==> src/rtl/usb_rx_packet_buffer.sv <==
// USB bulk-endpoint receive buffer: SYNC/PID checking, packet classification, CRC16 on data
// payloads, and a transactional FIFO that only exposes CRC-clean, in-bounds packets to the reader.
module usb_rx_packet_buffer #(
    parameter int         FIFO_DEPTH   = 128,
    parameter int         MAX_PAYLOAD  = 64,
    parameter logic [7:0] SYNC_PATTERN = 8'b0000_0001
) (
    input  logic                           clk,
    input  logic                           rst,
    input  logic                           byte_complete,
    input  logic [7:0]                     packet_data,
    input  logic                           check_sync,
    input  logic                           check_pid,
    input  logic                           load_pid,
    input  logic                           load_data,
    input  logic                           load_error,
    input  logic                           load_done,
    input  logic                           flush,
    input  logic                           rd_en,
    output logic [1:0]                     sync_status,
    output logic [1:0]                     pid_status,
    output logic [7:0]                     pid,
    output logic [2:0]                     rx_packet,
    output logic                           data_toggle,
    output logic [$clog2(MAX_PAYLOAD):0]   payload_len,
    output logic                           packet_ready,
    output logic [7:0]                     rd_data,
    output logic                           empty,
    output logic                           full,
    output logic [$clog2(FIFO_DEPTH):0]    count,
    output logic                           overflow
);

    localparam int AW = $clog2(FIFO_DEPTH);
    localparam int LW = $clog2(MAX_PAYLOAD) + 1;

    localparam logic [2:0] PKT_IDLE  = 3'b000;
    localparam logic [2:0] PKT_IN    = 3'b001;
    localparam logic [2:0] PKT_OUT   = 3'b010;
    localparam logic [2:0] PKT_ACK   = 3'b011;
    localparam logic [2:0] PKT_ERROR = 3'b100;
    localparam logic [2:0] PKT_DONE  = 3'b101;
    localparam logic [2:0] PKT_NACK  = 3'b110;
    localparam logic [2:0] PKT_DATA  = 3'b111;

    localparam logic [15:0] CRC_INIT     = 16'hFFFF;
    localparam logic [15:0] CRC_RESIDUAL = 16'hB001;
    localparam logic [LW:0] RX_LIMIT     = (LW + 1)'(MAX_PAYLOAD + 2);
    localparam logic [LW:0] RX_MIN       = (LW + 1)'(2);
    localparam logic [AW:0] PTR_ONE      = (AW + 1)'(1);

    logic [7:0]    mem [FIFO_DEPTH];
    logic [AW:0]   wr_ptr;
    logic [AW:0]   wr_spec;
    logic [AW:0]   rd_ptr;
    logic [7:0]    skid0;
    logic [7:0]    skid1;
    logic [1:0]    skid_cnt;
    logic [15:0]   crc;
    logic [LW:0]   rx_cnt;
    logic [LW-1:0] spec_len;
    logic          len_err;
    logic          pkt_ovf;

    logic          pid_valid;
    logic          pkt_ctrl;
    logic          data_byte;
    logic          at_limit;
    logic          spec_full;
    logic          mem_we;
    logic          commit_ok;

    // Reflected CRC16 (poly 0xA001), one byte, LSB first.
    function automatic logic [15:0] crc16_byte(input logic [15:0] c, input logic [7:0] d);
        logic [15:0] r;
        r = c;
        for (int i = 0; i < 8; i++) begin
            r = (r[0] ^ d[i]) ? ((r >> 1) ^ 16'hA001) : (r >> 1);
        end
        return r;
    endfunction

    assign pid_valid = (packet_data[7:4] == ~packet_data[3:0]);
    assign pkt_ctrl  = flush | load_error | load_done | (byte_complete & check_pid);
    assign data_byte = byte_complete & load_data & (rx_packet == PKT_DATA) & ~pkt_ctrl;
    assign at_limit  = (rx_cnt == RX_LIMIT);
    assign spec_full = (wr_spec[AW] != rd_ptr[AW]) && (wr_spec[AW-1:0] == rd_ptr[AW-1:0]);
    assign mem_we    = data_byte & ~at_limit & (skid_cnt == 2'd2) & ~spec_full;
    assign commit_ok = (crc == CRC_RESIDUAL) && (rx_cnt >= RX_MIN) && !len_err && !pkt_ovf;

    assign empty   = (wr_ptr == rd_ptr);
    assign full    = (wr_ptr[AW] != rd_ptr[AW]) && (wr_ptr[AW-1:0] == rd_ptr[AW-1:0]);
    assign count   = wr_ptr - rd_ptr;
    assign rd_data = empty ? 8'h00 : mem[rd_ptr[AW-1:0]];

    // NOTE: the payload RAM has no reset; only pointers define which entries are meaningful.
    always_ff @(posedge clk) begin
        if (mem_we) begin
            mem[wr_spec[AW-1:0]] <= skid0;
        end
    end

    // NOTE: all state below uses non-blocking assignments so every branch sees pre-edge values.
    always_ff @(posedge clk or posedge rst) begin
        if (rst) begin
            sync_status  <= 2'b00;
            pid_status   <= 2'b00;
            pid          <= 8'h00;
            rx_packet    <= PKT_IDLE;
            data_toggle  <= 1'b0;
            payload_len  <= '0;
            packet_ready <= 1'b0;
            overflow     <= 1'b0;
            wr_ptr       <= '0;
            wr_spec      <= '0;
            rd_ptr       <= '0;
            skid0        <= 8'h00;
            skid1        <= 8'h00;
            skid_cnt     <= 2'd0;
            crc          <= CRC_INIT;
            rx_cnt       <= '0;
            spec_len     <= '0;
            len_err      <= 1'b0;
            pkt_ovf      <= 1'b0;
        end else begin
            sync_status  <= 2'b00;
            pid_status   <= 2'b00;
            packet_ready <= 1'b0;

            if (byte_complete && check_sync) begin
                sync_status <= (packet_data == SYNC_PATTERN) ? 2'b01 : 2'b10;
            end
            if (byte_complete && load_pid) begin
                pid <= packet_data;
            end
            if (byte_complete && check_pid) begin
                pid_status <= pid_valid ? 2'b01 : 2'b10;
            end
            if (rd_en && !empty) begin
                rd_ptr <= rd_ptr + PTR_ONE;
            end

            if (flush) begin
                wr_ptr    <= '0;
                wr_spec   <= '0;
                rd_ptr    <= '0;
                skid_cnt  <= 2'd0;
                overflow  <= 1'b0;
                pkt_ovf   <= 1'b0;
                len_err   <= 1'b0;
                rx_cnt    <= '0;
                spec_len  <= '0;
                rx_packet <= PKT_IDLE;
            end else if (load_error) begin
                wr_spec   <= wr_ptr;
                skid_cnt  <= 2'd0;
                rx_packet <= PKT_ERROR;
            end else if (load_done) begin
                skid_cnt <= 2'd0;
                if (rx_packet != PKT_DATA) begin
                    rx_packet <= PKT_DONE;
                end else if (commit_ok) begin
                    wr_ptr       <= wr_spec;
                    payload_len  <= spec_len;
                    packet_ready <= 1'b1;
                    rx_packet    <= PKT_DONE;
                end else begin
                    wr_spec   <= wr_ptr;
                    rx_packet <= PKT_ERROR;
                end
            end else if (byte_complete && check_pid) begin
                if (!pid_valid) begin
                    rx_packet <= PKT_ERROR;
                end else begin
                    case (packet_data[3:0])
                        4'b0001: rx_packet <= PKT_OUT;
                        4'b1001: rx_packet <= PKT_IN;
                        4'b0010: rx_packet <= PKT_ACK;
                        4'b1010: rx_packet <= PKT_NACK;
                        4'b0011, 4'b1011: begin
                            rx_packet   <= PKT_DATA;
                            data_toggle <= packet_data[3];
                            crc         <= CRC_INIT;
                            skid_cnt    <= 2'd0;
                            rx_cnt      <= '0;
                            spec_len    <= '0;
                            len_err     <= 1'b0;
                            pkt_ovf     <= 1'b0;
                            wr_spec     <= wr_ptr;
                        end
                        default: rx_packet <= PKT_ERROR;
                    endcase
                end
            end else if (data_byte) begin
                crc <= crc16_byte(crc, packet_data);
                if (at_limit) begin
                    len_err <= 1'b1;
                end else begin
                    rx_cnt <= rx_cnt + (LW + 1)'(1);
                    case (skid_cnt)
                        2'd0: begin
                            skid0    <= packet_data;
                            skid_cnt <= 2'd1;
                        end
                        2'd1: begin
                            skid1    <= packet_data;
                            skid_cnt <= 2'd2;
                        end
                        default: begin
                            // The oldest skid byte is known not to be CRC once a third byte arrives.
                            if (spec_full) begin
                                overflow <= 1'b1;
                                pkt_ovf  <= 1'b1;
                            end else begin
                                wr_spec  <= wr_spec + PTR_ONE;
                                spec_len <= spec_len + LW'(1);
                            end
                            skid0 <= skid1;
                            skid1 <= packet_data;
                        end
                    endcase
                end
            end
        end
    end

endmodule

==> config.mk <==
export PLATFORM = sky130hd
export DESIGN_NAME = usb_rx_packet_buffer
export DESIGN_NICKNAME = d
export VERILOG_FILES = /design/src/rtl/usb_rx_packet_buffer.sv
export SDC_FILE = /design/constraint.sdc
export NUM_CORES = 1
export LEC_CHECK = 0
export BUFFER_PORTS_ARGS = -buffer_cell sky130_fd_sc_hd__clkbuf_2
export CAP_MARGIN = 20
export CORE_MARGIN = 4
export CORE_UTILIZATION = 50
export CTS_BUF_LIST = sky130_fd_sc_hd__clkbuf_8
export DETAILED_ROUTE_END_ITERATION = 6
export MAX_ROUTING_LAYER = met4
export PLACE_DENSITY = 0.66
export SYNTH_ARGS = -nofsm -noshare
export SYNTH_HDL_FRONTEND = slang
export SYNTH_SLANG_ARGS = --single-unit
==> constraint.sdc <==
create_clock -name clk -period 9.2 [get_ports clk]
set_clock_uncertainty 0.2 [all_clocks]
set_input_delay 1.38 -clock clk [delete_from_list [all_inputs] [get_ports clk]]
set_output_delay 1.38 -clock clk [all_outputs]
set_load 0.005 [all_outputs]
# --- Word level (Yosys, flattened, before mapping) ---
# Memory sizes are Yosys's and may differ from the RTL's.
# Cells that the tools add are included.
totals:
  regBits: 100
  mem_bits_rw: 1024
  input_bits: 19
  elab_cells: 237
  n_memories: 1
memory_table:
  columns: ["name", "words", "word_bits", "rd", "rd_ports_with_merged_regs", "wr", "line", "text"]
  rows:
  - ["mem", 128, 8, 1, 0, 1, "52", "logic [7:0] mem [FIFO_DEPTH];"]
classes:
  add_sub_neg: 5
  order_cmp: 1
  eq_ne: 38
  mux: 97
  bitwise: 37
  n_reduce_logical: 39
op_table:
  columns: ["operator", "n"]
  rows:
  - ["$mux 8", 26]
  - ["$mux 16", 12]
  - ["$mux 7", 10]
  - ["$mux 1", 29]
  - ["$reduce_and 7->1", 4]
  - ["$add 8x1->8 const B", 3]
  - ["$mux 2", 12]
  - ["$not 2->3", 8]
  - ["$reduce_and 6->1", 4]
  - ["$eq 16x16->1 const B", 1]
  - ["$pmux 8 s2", 1]
  - ["$reduce_and 8->1", 2]
  - ["$mux 3", 5]
  - ["$ne 5x4->1 const B", 3]
  - ["$pmux 3 s5", 1]
  - ["$eq 7x7->1", 2]
  - ["$eq 4x4->1 const B", 3]
  - ["$not 1->1", 10]
  - ["$reduce_and 5->1", 2]
  - ["$reduce_bool 2->1", 5]
  - ["$logic_and 1x1->1", 9]
  - ["$ne 3x2->1 const B", 3]
  - ["$reduce_bool 3->1", 3]
  - ["$eq 4x2->1 const B", 2]
  - ["31 further kinds", 57]

# --- Depth between registers and ports, before layout ---
logic_depth:
  word_depth: 18
  ltp_mapped: 11

# --- Worst setup path before layout ---
# No wires, ideal clock.
synth_timing:
  path_kind: "register to output"
  start: "register rd_ptr[3]"
  end: "output port rd_data[1]"
  t_arrival_ns: 2.898
  required_ns: 7.620
  path_slack_ns: 4.722
  path_stages_with_launch: 12
  path_cell_list: "dfrtp_1 -> clkbuf_1 -> inv_1 -> buf_1 -> buf_1 -> ha_1 -> and4_1 -> nand3_1 -> nand3_1 -> nor3_1 -> o22a_1 -> a21o_1"
synth_via:
  elab_chain_cells: 2
  elab_cells_between_ends: 3
  cone_classes: "eq/ne: 1; mux: 1; memory: 1"
synth_rtl:
  columns: ["item", "line", "text"]
  rows:
  - ["start: declaration", "55", "logic [AW:0] rd_ptr;"]
  - ["start signal: assignment", "140", "rd_ptr <= rd_ptr + PTR_ONE;"]
  - ["$mem_v2 128x8 or $eq 8x8->1 (tied branches)", null, null]
  - ["$mux 8 (*)", "94", "assign rd_data = empty ? 8'h00 : mem[rd_ptr[AW-1:0]];"]
  - ["end: declaration", "27", "output logic [7:0] rd_data,"]
# Every way passes the cells marked *; elsewhere a longest branch is shown, timed or not.

# --- Final worst setup path ---
layout_timing:
  start: "register rd_ptr[1]"
  end: "output port rd_data[0]"
# Same word-level chain as after synthesis.

==> flow_summary.json <==
{
  "dieWidth_um": 308,
  "syn_area_mm2": 0.0451,
  "crit_buf_inv": 2,
  "synth_fp_nets": 2527,
  "seq_area_mm2": 0.0333,
  "crit_path_frequent_cell": "nand3_1",
  "clk_pin_slew_ns": 0.06,
  "finalHoldViolCount": 0,
  "end_kind": "primary output",
  "grt_max_degree": 134,
  "syn_to_final_growth_pct": 10.9,
  "slew_headroom_pct": 22.4,
  "synth_seq_cells": 1124,
  "num_rows": 109,
  "gp_congestion": 0.905,
  "crit_family": "simple AND/OR/NAND/NOR gates",
  "vias": 24400,
  "hp-class": "flip-flop to flip-flop",
  "clk_latency_ns": 0.85,
  "root_buffer": "clkbuf_8",
  "cts_tree": "yes",
  "synth_edf_count": 1024,
  "dieHeight_um": 308,
  "hold_slack_ns": 0.274,
  "critical_path_arrival_ns": 5.51,
  "slew_viol_final": 0,
  "nets": 2654,
  "crit_chain": "clkinv_1, ha_1, and4_1, nand3_1, nand3_1, nor3_1, o22ai_1, nand2_1, clkbuf_2",
  "failed_checks": "design-rule violations",
  "grtUsageMet1_pct": 33.6,
  "worstSetupPathType": "flip-flop to primary output",
  "status": "complete, but fails checks",
  "grtUsageMet2_pct": 38.3,
  "fillers": 6731,
  "yosysWarnings": 0,
  "peakVddDrop_mv": 0.159,
  "start_util_pct": 50.7,
  "tns_ns": 0,
  "ys_types": 64,
  "cts_resized": 0,
  "start_kind": "flip-flop",
  "worstPathRequired_ns": 7.62,
  "setup_viol": 0,
  "p_leak_nw": 18.7,
  "grt_pass1_vias": 25000,
  "vias_per_cell": 6.19,
  "final_area_mm2": 0.0500,
  "async_flop_share_pct": 8.90,
  "grtUsageMet3_pct": 5.84,
  "multi_input_area_mm2": 0.0111,
  "wirelength_um": 113000,
  "crit_path_max_incr_delay_ns": 1.02,
  "grt_usage_pct": 25.0,
  "firstDrtPassIters": 7,
  "finalCritPeriodShare_pct": 77.0,
  "regToRegSetupSlack_ns": 4.62,
  "grt_overflow_total": 0,
  "avgRoutedWirePerCell_um": 28.8,
  "tightest_slew_ns": 1.16,
  "synth_flop_cell": "edfxtp_1",
  "cts.path.max_buffers": 3,
  "postCtsSetupBuffers": 0,
  "hold_buffers": 0,
  "clock_sinks": 1124,
  "drv_cap": 0,
  "synth_cells": 2495,
  "busiest_layer": "met2",
  "fin_crit_ns": 7.09,
  "crit_path_top_delay_cell": "clkinv_1",
  "die_area_mm2": 0.0950,
  "htree_num_levels": 4,
  "drc": 33,
  "hpwl_um": 68300,
  "placed_area_mm2": 0.0465,
  "fmax_ghz": 0.141,
  "ys_seq_area_share_pct": 73.8,
  "power_density_mw_per_mm2": 195,
  "numCtsBuffers": 176,
  "grt_setup_unrepaired": "false",
  "cp_max_fo": 47,
  "avgSynthCellArea_um2": 18.1,
  "pin_count": 62,
  "core_area_mm2": 0.0889,
  "port_buffers": 61,
  "drt_iter0_drc": 2920,
  "antenna_found_initial": 3,
  "drive_above_1_share_pct": 21.2,
  "grt_pass1_wl_um": 168000,
  "drtAntennaViolNets": 0
}
## metal layers
metal | part of all wire [%] | vias to the layer above | wire length [um]
met3 | 9.3 | 235 | 10600
met5 | 0 | - | 0
li1 | - | 10300 | -
met1 | 40 | 12600 | 45500
met2 | 47 | 1236 | 53700
met4 | 3.1 | 0 | 3520
## path summary, 6_finish.rpt
check	from	end	cells after the start
min	payload_len[4]	payload_len[4]	2
max	rd_ptr[1]	rd_data[0]	9
max reg2reg	rd_ptr[0]	mem[58][1]	7
min reg2reg	payload_len[4]	payload_len[4]	2
max in group asynchronous	rst	rd_ptr[2]	3
min in group asynchronous	rst	rx_cnt[7]	2
## where the power goes
part / leakage (nW) / internal [mW] / switching, mW
Sequential: 13.2 / 5.50 / 0.0104
Combinational: 3.55 / 0.0333 / 0.0612
Clock: 1.95 / 2.19 / 1.96
## cell usage after synthesis, types with 16 or more instances
cell type | n | share of area [%]
buf_2 | 44 | 0.49
buf_1 | 16 | 0.13
nor3_1 | 34 | 0.38
a21oi_1 | 57 | 0.63
o22ai_1 | 86 | 1.2
edfxtp_1 | 1024 | 68
mux2i_1 | 144 | 3.2
nand2_1 | 146 | 1.2
dfstp_2 | 16 | 0.93
inv_1 | 19 | 0.16
o21ai_0 | 31 | 0.34
clkbuf_1 | 76 | 0.63
and3_1 | 16 | 0.22
nand3_1 | 32 | 0.36
xnor2_1 | 39 | 0.76
nor2_1 | 191 | 1.6
mux4_2 | 213 | 11
a211oi_1 | 22 | 0.37
mux2_2 | 17 | 0.42
dfrtp_1 | 84 | 4.7
## cell usage in the layout (no fill, tap or decap), types with 22 or more instances in the layout
cell         n
a211oi_1    22
a21oi_1     57
buf_4       25
clkbuf_2    61
clkbuf_8   183
clkinv_1    48
dfrtp_1     72
edfxtp_1  1024
inv_1       72
mux2i_1    144
mux4_2     213
nand2_1    145
nand3_1     32
nor2_1     191
nor3_1      34
o21ai_0     31
o22ai_1     86
xnor2_1     39
## layout make-up
cell class / instances / share of cell area, %
sequential: 1124 / 66.6
multi-input combinational: 1210 / 22.3
clock buffer: 183 / 5.04
tap: 1165 / 2.92
clock inverter: 137 / 1.88
timing repair buffer: 88 / 1.07
inverter: 22 / 0.170
antenna: 4 / 0.0200
## through the flow
stage	setup WS, ns	instances	utilization [%]	power [mW]
after floorplan	4.72	2495	-	5.68
after global placement	3.19	3608	52.3	5.71
after detailed placement	3.05	3608	52.3	5.71
after CTS	2.30	3928	56.2	9.82
after global routing	1.94	3933	56.2	10.1
final	2.11	3933	56.2	9.76
## cell families after synthesis
kind of cell / share of synthesized area [%]
flip-flops: 73.8
AND/OR/NAND/NOR: 5.05
multiplexers: 14.3
AO/OA/AOI/OAI: 4.00
buffers and inverters: 1.49
XOR/XNOR: 1.00
adder cells (fa/ha/maj): 0.378
## worst reg2reg max path, stage by stage (launching register included)
cell and delay [ns]:
dfrtp_4 0.42, buf_12 0.51, xnor2_1 0.28, nand2_1 0.12, or3_1 0.17, and3_1 0.52
nand3_2 1.00, nor2_1 0.99
## sequential cells by signal, summed over array words and instances, names as in the netlist, 2 cells and up
signal       count
mem           1024
crc             16
pid              8
rd_ptr           8
rx_cnt           8
skid0            8
skid1            8
wr_ptr           8
wr_spec          8
payload_len      7
spec_len         7
rx_packet        3
pid_status       2
skid_cnt         2
sync_status      2
Note: power is estimated with default switching activity, not from simulation.
